[config.mk]
export PLATFORM = sky130hd
export DESIGN_NAME = io_mmio_ctrl
export DESIGN_NICKNAME = d
export VERILOG_FILES = /design/src/rtl/io_mmio_ctrl_pkg.sv /design/src/rtl/io_hold_reg.sv /design/src/rtl/io_mmio_ctrl.sv
export SDC_FILE = /design/constraint.sdc
export NUM_CORES = 1
export LEC_CHECK = 0
export CAP_MARGIN = 20
export CORE_UTILIZATION = 50
export DETAILED_ROUTE_END_ITERATION = 6
export HOLD_SLACK_MARGIN = 0.1
export PLACE_DENSITY = 0.79
export SLEW_MARGIN = 10
export SYNTH_ARGS = -nofsm -noshare
export SYNTH_HDL_FRONTEND = slang
export SYNTH_SLANG_ARGS = --single-unit
export TNS_END_PERCENT = 30
[constraint.sdc]
create_clock -name clk -period 4.45 [get_ports clk]
set_input_delay 0.89 -clock clk [delete_from_list [all_inputs] [get_ports clk]]
set_output_delay 0.89 -clock clk [all_outputs]
set_load 0.05 [all_outputs]
[src/rtl/io_mmio_ctrl_pkg.sv]
// Shared IO map for the memory-mapped IO controller: register offsets,
// status bit positions and small decode helpers.
package io_mmio_ctrl_pkg;

    localparam int IO_OFFS_W = 8;

    localparam logic [IO_OFFS_W-1:0] IO_UART_CTRL = 8'h00;
    localparam logic [IO_OFFS_W-1:0] IO_UART_RX   = 8'h04;
    localparam logic [IO_OFFS_W-1:0] IO_UART_TX   = 8'h08;
    localparam logic [IO_OFFS_W-1:0] IO_CYC_CNT   = 8'h10;
    localparam logic [IO_OFFS_W-1:0] IO_INST_CNT  = 8'h14;
    localparam logic [IO_OFFS_W-1:0] IO_CNT_RST   = 8'h18;

    localparam int IO_ST_TX_READY = 0;
    localparam int IO_ST_RX_FULL  = 1;

    typedef enum logic [2:0] {
        IO_REG_STATUS,
        IO_REG_RX,
        IO_REG_TX,
        IO_REG_CYC,
        IO_REG_INST,
        IO_REG_CRST,
        IO_REG_NONE
    } io_reg_e;

    function automatic io_reg_e io_decode(input logic [IO_OFFS_W-1:0] offs);
        io_reg_e r;
        case (offs)
            IO_UART_CTRL: r = IO_REG_STATUS;
            IO_UART_RX:   r = IO_REG_RX;
            IO_UART_TX:   r = IO_REG_TX;
            IO_CYC_CNT:   r = IO_REG_CYC;
            IO_INST_CNT:  r = IO_REG_INST;
            IO_CNT_RST:   r = IO_REG_CRST;
            default:      r = IO_REG_NONE;
        endcase
        return r;
    endfunction

    function automatic logic [31:0] io_status_word(input logic rx_full,
                                                   input logic tx_full);
        logic [31:0] w;
        w                 = '0;
        w[IO_ST_RX_FULL]  = rx_full;
        w[IO_ST_TX_READY] = ~tx_full;
        return w;
    endfunction

endpackage

[src/rtl/io_hold_reg.sv]
// Single-entry valid/ready holding register. With PASS_ON_DRAIN set, a full
// entry accepts a new word in the same cycle it is drained.
module io_hold_reg #(
    parameter int WIDTH         = 8,
    parameter bit PASS_ON_DRAIN = 1'b0
) (
    input  logic             clk,
    input  logic             rst_n,
    input  logic             in_valid_i,
    input  logic [WIDTH-1:0] in_data_i,
    output logic             in_ready_o,
    output logic             out_valid_o,
    output logic [WIDTH-1:0] out_data_o,
    input  logic             out_ready_i
);

    logic             full_q, full_d;
    logic [WIDTH-1:0] data_q, data_d;
    logic             drain;
    logic             push;

    assign drain       = full_q & out_ready_i;
    assign in_ready_o  = ~full_q | (PASS_ON_DRAIN & out_ready_i);
    assign push        = in_valid_i & in_ready_o;
    assign out_valid_o = full_q;
    assign out_data_o  = data_q;

    always_comb begin
        full_d = full_q;
        data_d = data_q;
        if (push) begin
            full_d = 1'b1;
            data_d = in_data_i;
        end else if (drain) begin
            full_d = 1'b0;
        end
    end

    always_ff @(posedge clk or negedge rst_n) begin
        if (!rst_n) begin
            full_q <= 1'b0;
            data_q <= '0;
        end else begin
            full_q <= full_d;
            data_q <= data_d;
        end
    end

endmodule

[src/rtl/io_mmio_ctrl.sv]
// Memory-mapped IO controller: UART RX/TX holding registers, cycle and
// retired-instruction counters, one-cycle-latency registered load data.
module io_mmio_ctrl
    import io_mmio_ctrl_pkg::*;
#(
    parameter int CNT_WIDTH = 32,
    parameter int UART_DW   = 8
) (
    input  logic               clk,
    input  logic               rst_n,
    input  logic [31:0]        io_addr,
    input  logic [31:0]        io_wdata,
    input  logic [3:0]         io_trans,
    input  logic               io_recv,
    output logic [31:0]        io_rdata,
    input  logic               inst_retire,
    output logic [UART_DW-1:0] uart_tx_data,
    output logic               uart_tx_valid,
    input  logic               uart_tx_ready,
    input  logic [UART_DW-1:0] uart_rx_data,
    input  logic               uart_rx_valid,
    output logic               uart_rx_ready
);

    io_reg_e                reg_sel;
    logic                   wr_tx;
    logic                   wr_cnt_rst;
    logic                   rx_pop;
    logic                   rx_full;
    logic [UART_DW-1:0]     rx_byte;
    logic                   tx_ready_in;
    logic [CNT_WIDTH-1:0]   cyc_q, cyc_d;
    logic [CNT_WIDTH-1:0]   inst_q, inst_d;
    logic [31:0]            rdata_q, rdata_d;
    logic [31:0]            rd_mux;
    logic                   unused_bits;

    assign unused_bits = ^{io_addr[31:8], io_wdata[31:UART_DW], tx_ready_in};

    assign reg_sel    = io_decode(io_addr[7:0]);
    assign wr_tx      = io_trans[0] && (reg_sel == IO_REG_TX);
    assign wr_cnt_rst = (|io_trans) && (reg_sel == IO_REG_CRST);
    // Popping requires a full entry, so it can never collide with a capture.
    assign rx_pop     = io_recv && (reg_sel == IO_REG_RX) && rx_full;

    io_hold_reg #(
        .WIDTH         (UART_DW),
        .PASS_ON_DRAIN (1'b0)
    ) u_rx_hold (
        .clk         (clk),
        .rst_n       (rst_n),
        .in_valid_i  (uart_rx_valid),
        .in_data_i   (uart_rx_data),
        .in_ready_o  (uart_rx_ready),
        .out_valid_o (rx_full),
        .out_data_o  (rx_byte),
        .out_ready_i (rx_pop)
    );

    // A write landing on a full, stalled TX entry is dropped by in_ready_o.
    io_hold_reg #(
        .WIDTH         (UART_DW),
        .PASS_ON_DRAIN (1'b1)
    ) u_tx_hold (
        .clk         (clk),
        .rst_n       (rst_n),
        .in_valid_i  (wr_tx),
        .in_data_i   (io_wdata[UART_DW-1:0]),
        .in_ready_o  (tx_ready_in),
        .out_valid_o (uart_tx_valid),
        .out_data_o  (uart_tx_data),
        .out_ready_i (uart_tx_ready)
    );

    always_comb begin
        rd_mux = '0;
        case (reg_sel)
            IO_REG_STATUS: rd_mux = io_status_word(rx_full, uart_tx_valid);
            IO_REG_RX:     rd_mux = rx_full ? 32'(rx_byte) : 32'h0;
            IO_REG_CYC:    rd_mux = 32'(cyc_q);
            IO_REG_INST:   rd_mux = 32'(inst_q);
            default:       rd_mux = '0;
        endcase
    end

    always_comb begin
        cyc_d   = cyc_q + CNT_WIDTH'(1);
        inst_d  = inst_q + CNT_WIDTH'(inst_retire);
        rdata_d = rdata_q;
        if (wr_cnt_rst) begin
            cyc_d  = '0;
            inst_d = '0;
        end
        if (io_recv) begin
            rdata_d = rd_mux;
        end
    end

    always_ff @(posedge clk or negedge rst_n) begin
        if (!rst_n) begin
            cyc_q   <= '0;
            inst_q  <= '0;
            rdata_q <= '0;
        end else begin
            cyc_q   <= cyc_d;
            inst_q  <= inst_d;
            rdata_q <= rdata_d;
        end
    end

    assign io_rdata = rdata_q;

endmodule

==> results by group <==
CTS
  • H-tree levels: 4
  • Longest Clk Path Bufs: 2
  • CTS tree: built
  • Clk_lat worst skew: 0.51 ns
  • Setup bufs post-CTS: 0
  • # resized after CTS: 0
  • CTS clk-pin slew, worst paths: 0.05 ns
  • Clk sinks: between 100 and 150
  • Clk Tree Root Cell: clkbuf_8
  • Cts hold-fix bufs: 0
  • CTS buffer count: 17

Placed design
  • Port buffer count: 75
  • Post-Place Setup Slack: 1.20 ns
  • Routability cong.: 0.812
  • Post-DP HPWL: 8.00 mm

Setup path
  • Crit Path Max Fanout: 9
  • Critical setup path kind: input pin to flop
  • Capturing element type of the critical path: flop
  • Setup crit start kind: input pin
  • Worst EP required: 4.80 ns
  • Critical Path AT: 3.18 ns

Die
  • Initial Utilization: 51.2%
  • Die Ht: 107 um
  • Die Wd: 107 um
  • DIE AREA: 11,500 sq um
  • I/O pins: 124
  • Core area: 10,800 sq um
  • Std cell rows: 38

Timing
  • Slew HR: 32.0%
  • Final setup viols: 0
  • Fin Hold WS: roughly 0.5 ns
  • Post-route clock period utilization: 63.5%
  • Clock period minus worst slack: about 2.8 ns
  • Fmax: roughly 350 MHz
  • Clk_skew: 0.00885 ns
  • Setup TNS: 0 ns
  • RSZ-0062 raised after global routing: no
  • Final hold vios: 0
  • Final Max Slew Viols: 0
  • Worst slew pin tran: 1.02 ns
  • Final WS setup: 1.63 ns

Synth
  • Syn Nets: slightly below 600
  • Synth Warn #: 0
  • Top_reg_cell synth: dfrtp_1
  • Number of flops mapped to enable cells by yosys: 0
  • Ys async rst share: between 90% and 100%
  • Avg Cell Area, Syn: 11.2 sq um
  • Synthesized flop and latch total: between 100 and 150
  • Register area share after synthesis: 51.6%
  • Synth unique cells: 45
  • Mapped Area: 5520 sq um
  • Post-Syn Instances: a little under 500

Global route
  • Antenna violations before repair: 0
  • Number of global-route vias before repair: 4,170
  • Total GRT Usage: 23.6%
  • Grt total ovfl: 0
  • Largest net degree at the start of global routing: between 70 and 80
  • First-pass GRT wire length: 20.7 mm

Detailed routing
  • Post-route DRC: 0
  • Post-route ant nets: 0
  • Total routed wirelength: between 10 and 15 mm
  • DRT Pass-1 Iters: 4
  • Wire per inst: approximately 17 um
  • Vias post-DR: 4,059
  • Vias/cell: 5.61
  • Number of DRC markers in iteration 0: 192

Pwr
  • Sw frac: 26.6%
  • Comb pwr share: between 10% and 20%
  • Pint: 2220 uW
  • Power Dens Cells: 434 nW/um^2
  • Leak: 0.00312 uW
  • Sequential share of power: 43.7%
  • Net Sw Power: 803 uW
  • Max IR drop VDD: 0.286 mV
  • Clock power frac: 45.1%
  • Final Total Pwr: between 3000 and 4000 uW

Cells and area
  • Share of cells above drive strength 1: 11.8%
  • Core Util, Final: 64.5%
  • Nets: about 660
  • Diode count: 0
  • Syn-to-layout area delta: 25.9%

Run
  • Max Cap Viol: 0

Run status
  • Status: complete, no violations

Min path
  • Worst Hold Class: flop to flop
==> synth_stat cells, drive strengths merged, types with 4 or more instances <==
library cell	number	area [sq um]
or3	5	31.3
clkbuf	8	31.3
nand2	26	97.6
xor2	36	315
inv	9	33.8
or4	5	48.8
nor4	6	67.6
nand3	29	150
o21ai	8	40.0
nor2	71	269
o2bb2ai	23	201
and2	5	31.3
and3	10	63.8
and4	10	91.3
a221o	6	60.1
buf	14	80.1
mux2i	32	320
nand4	18	158
mux2	16	210
dfrtp	114	2850
nand2b	4	25.0
xnor2	16	140
a21oi	8	40.0
==> routing by layer <==
metal,track usage (%),part of all wire [%],vias to the layer above
met3,6.44,5.1,14
met1,29.9,45,2033
met2,38.8,49,116
li1,-,-,1896
met5,0,0,-
met4,8.02,1.0,0
==> final timing paths <==
check | from | cells past startpoint | slack, ns | endpoint
max reg2reg | inst_q[0]$_DFF_PN0_ | 7 | 2.12 | inst_q[22]$_DFF_PN0_
min reg2reg | io_rdata[16]$_DFFE_PN0P_ | 1 | 0.49 | io_rdata[16]$_DFFE_PN0P_
max in group asynchronous | rst_n | 2 | 3.11 | io_rdata[31]$_DFFE_PN0P_
min | io_rdata[16]$_DFFE_PN0P_ | 1 | 0.49 | io_rdata[16]$_DFFE_PN0P_
max | inst_retire | 8 | 1.63 | inst_q[22]$_DFF_PN0_
min in group asynchronous | rst_n | 1 | 0.50 | u_rx_hold.out_data_o[7]$_DFFE_PN0P_
==> worst max-delay path, stage by stage <==
cell	delay [ns]
clkdlybuf4s50_1	0.47
ha_1	0.21
ha_1	0.24
and4_1	0.29
nor4b_4	0.57
nand3_1	0.18
xor2_1	0.23
nor2_1	0.08
==> final cells by class <==
type                    instances  area, sq um
fillers                       868         3840
flip-flops and latches        114         2850
multi-input cells             350         2530
repair buffers                 79          773
clock buffers                  23          467
well taps                     140          175
clock inverters                 9          129
inverters                       9         33.8
==> power by group through the flow <==
stage / Sequential, uW / Combinational, uW / Clock [uW]
floorplan: 1300 / 223 / 0
global placement: 1320 / 316 / 0
detailed placement: 1330 / 332 / 0
CTS: 1320 / 339 / 1370
global route: 1340 / 373 / 1430
finish: 1320 / 336 / 1360
==> placed cells by master, fill, tap and decap left out, types with 6 or more instances in the layout <==
master / netlist / layout
clkdlybuf4s50_1: 0 / 73
mux2i_1: 32 / 32
o2bb2ai_1: 23 / 23
nand3_1: 28 / 28
nor2_1: 70 / 70
mux2_4: 8 / 8
nand2_1: 26 / 26
xnor2_1: 16 / 16
inv_1: 9 / 9
o21ai_0: 7 / 7
nand4_1: 15 / 15
clkbuf_16: 0 / 16
and3_1: 9 / 9
mux2_2: 8 / 8
xor2_1: 36 / 36
dfrtp_1: 114 / 114
and4_1: 8 / 8
a221o_1: 6 / 6
a21oi_1: 8 / 8
==> stage by stage <==
stage               cell area (sq um)  std cells
floorplan                        5520        495
global placement                 6360        692
detailed placement               6360        692
CTS                              6960        724
global route                     6960        724
finish                           6960        724
==> state kept, by name (all words and copies together), names as in the netlist <==
register	cells
cyc_q	32
inst_q	32
io_rdata	32
u_rx_hold.out_data_o	8
u_rx_hold.out_valid_o	1
u_tx_hold.out_data_o	8
u_tx_hold.out_valid_o	1
==> cell families (layout without fill, tap and decap cells) <==
group	count (synthesis)	count (layout)	synth area share (%)
buf+inv	31	120	2.63
simple gates	198	198	20.5
fa+ha+maj	3	3	0.680
compound gates	49	49	6.66
xor+xnor	52	52	8.24
mux	48	48	9.60
flops	114	114	51.6
Power figures use the tool's default switching activity.
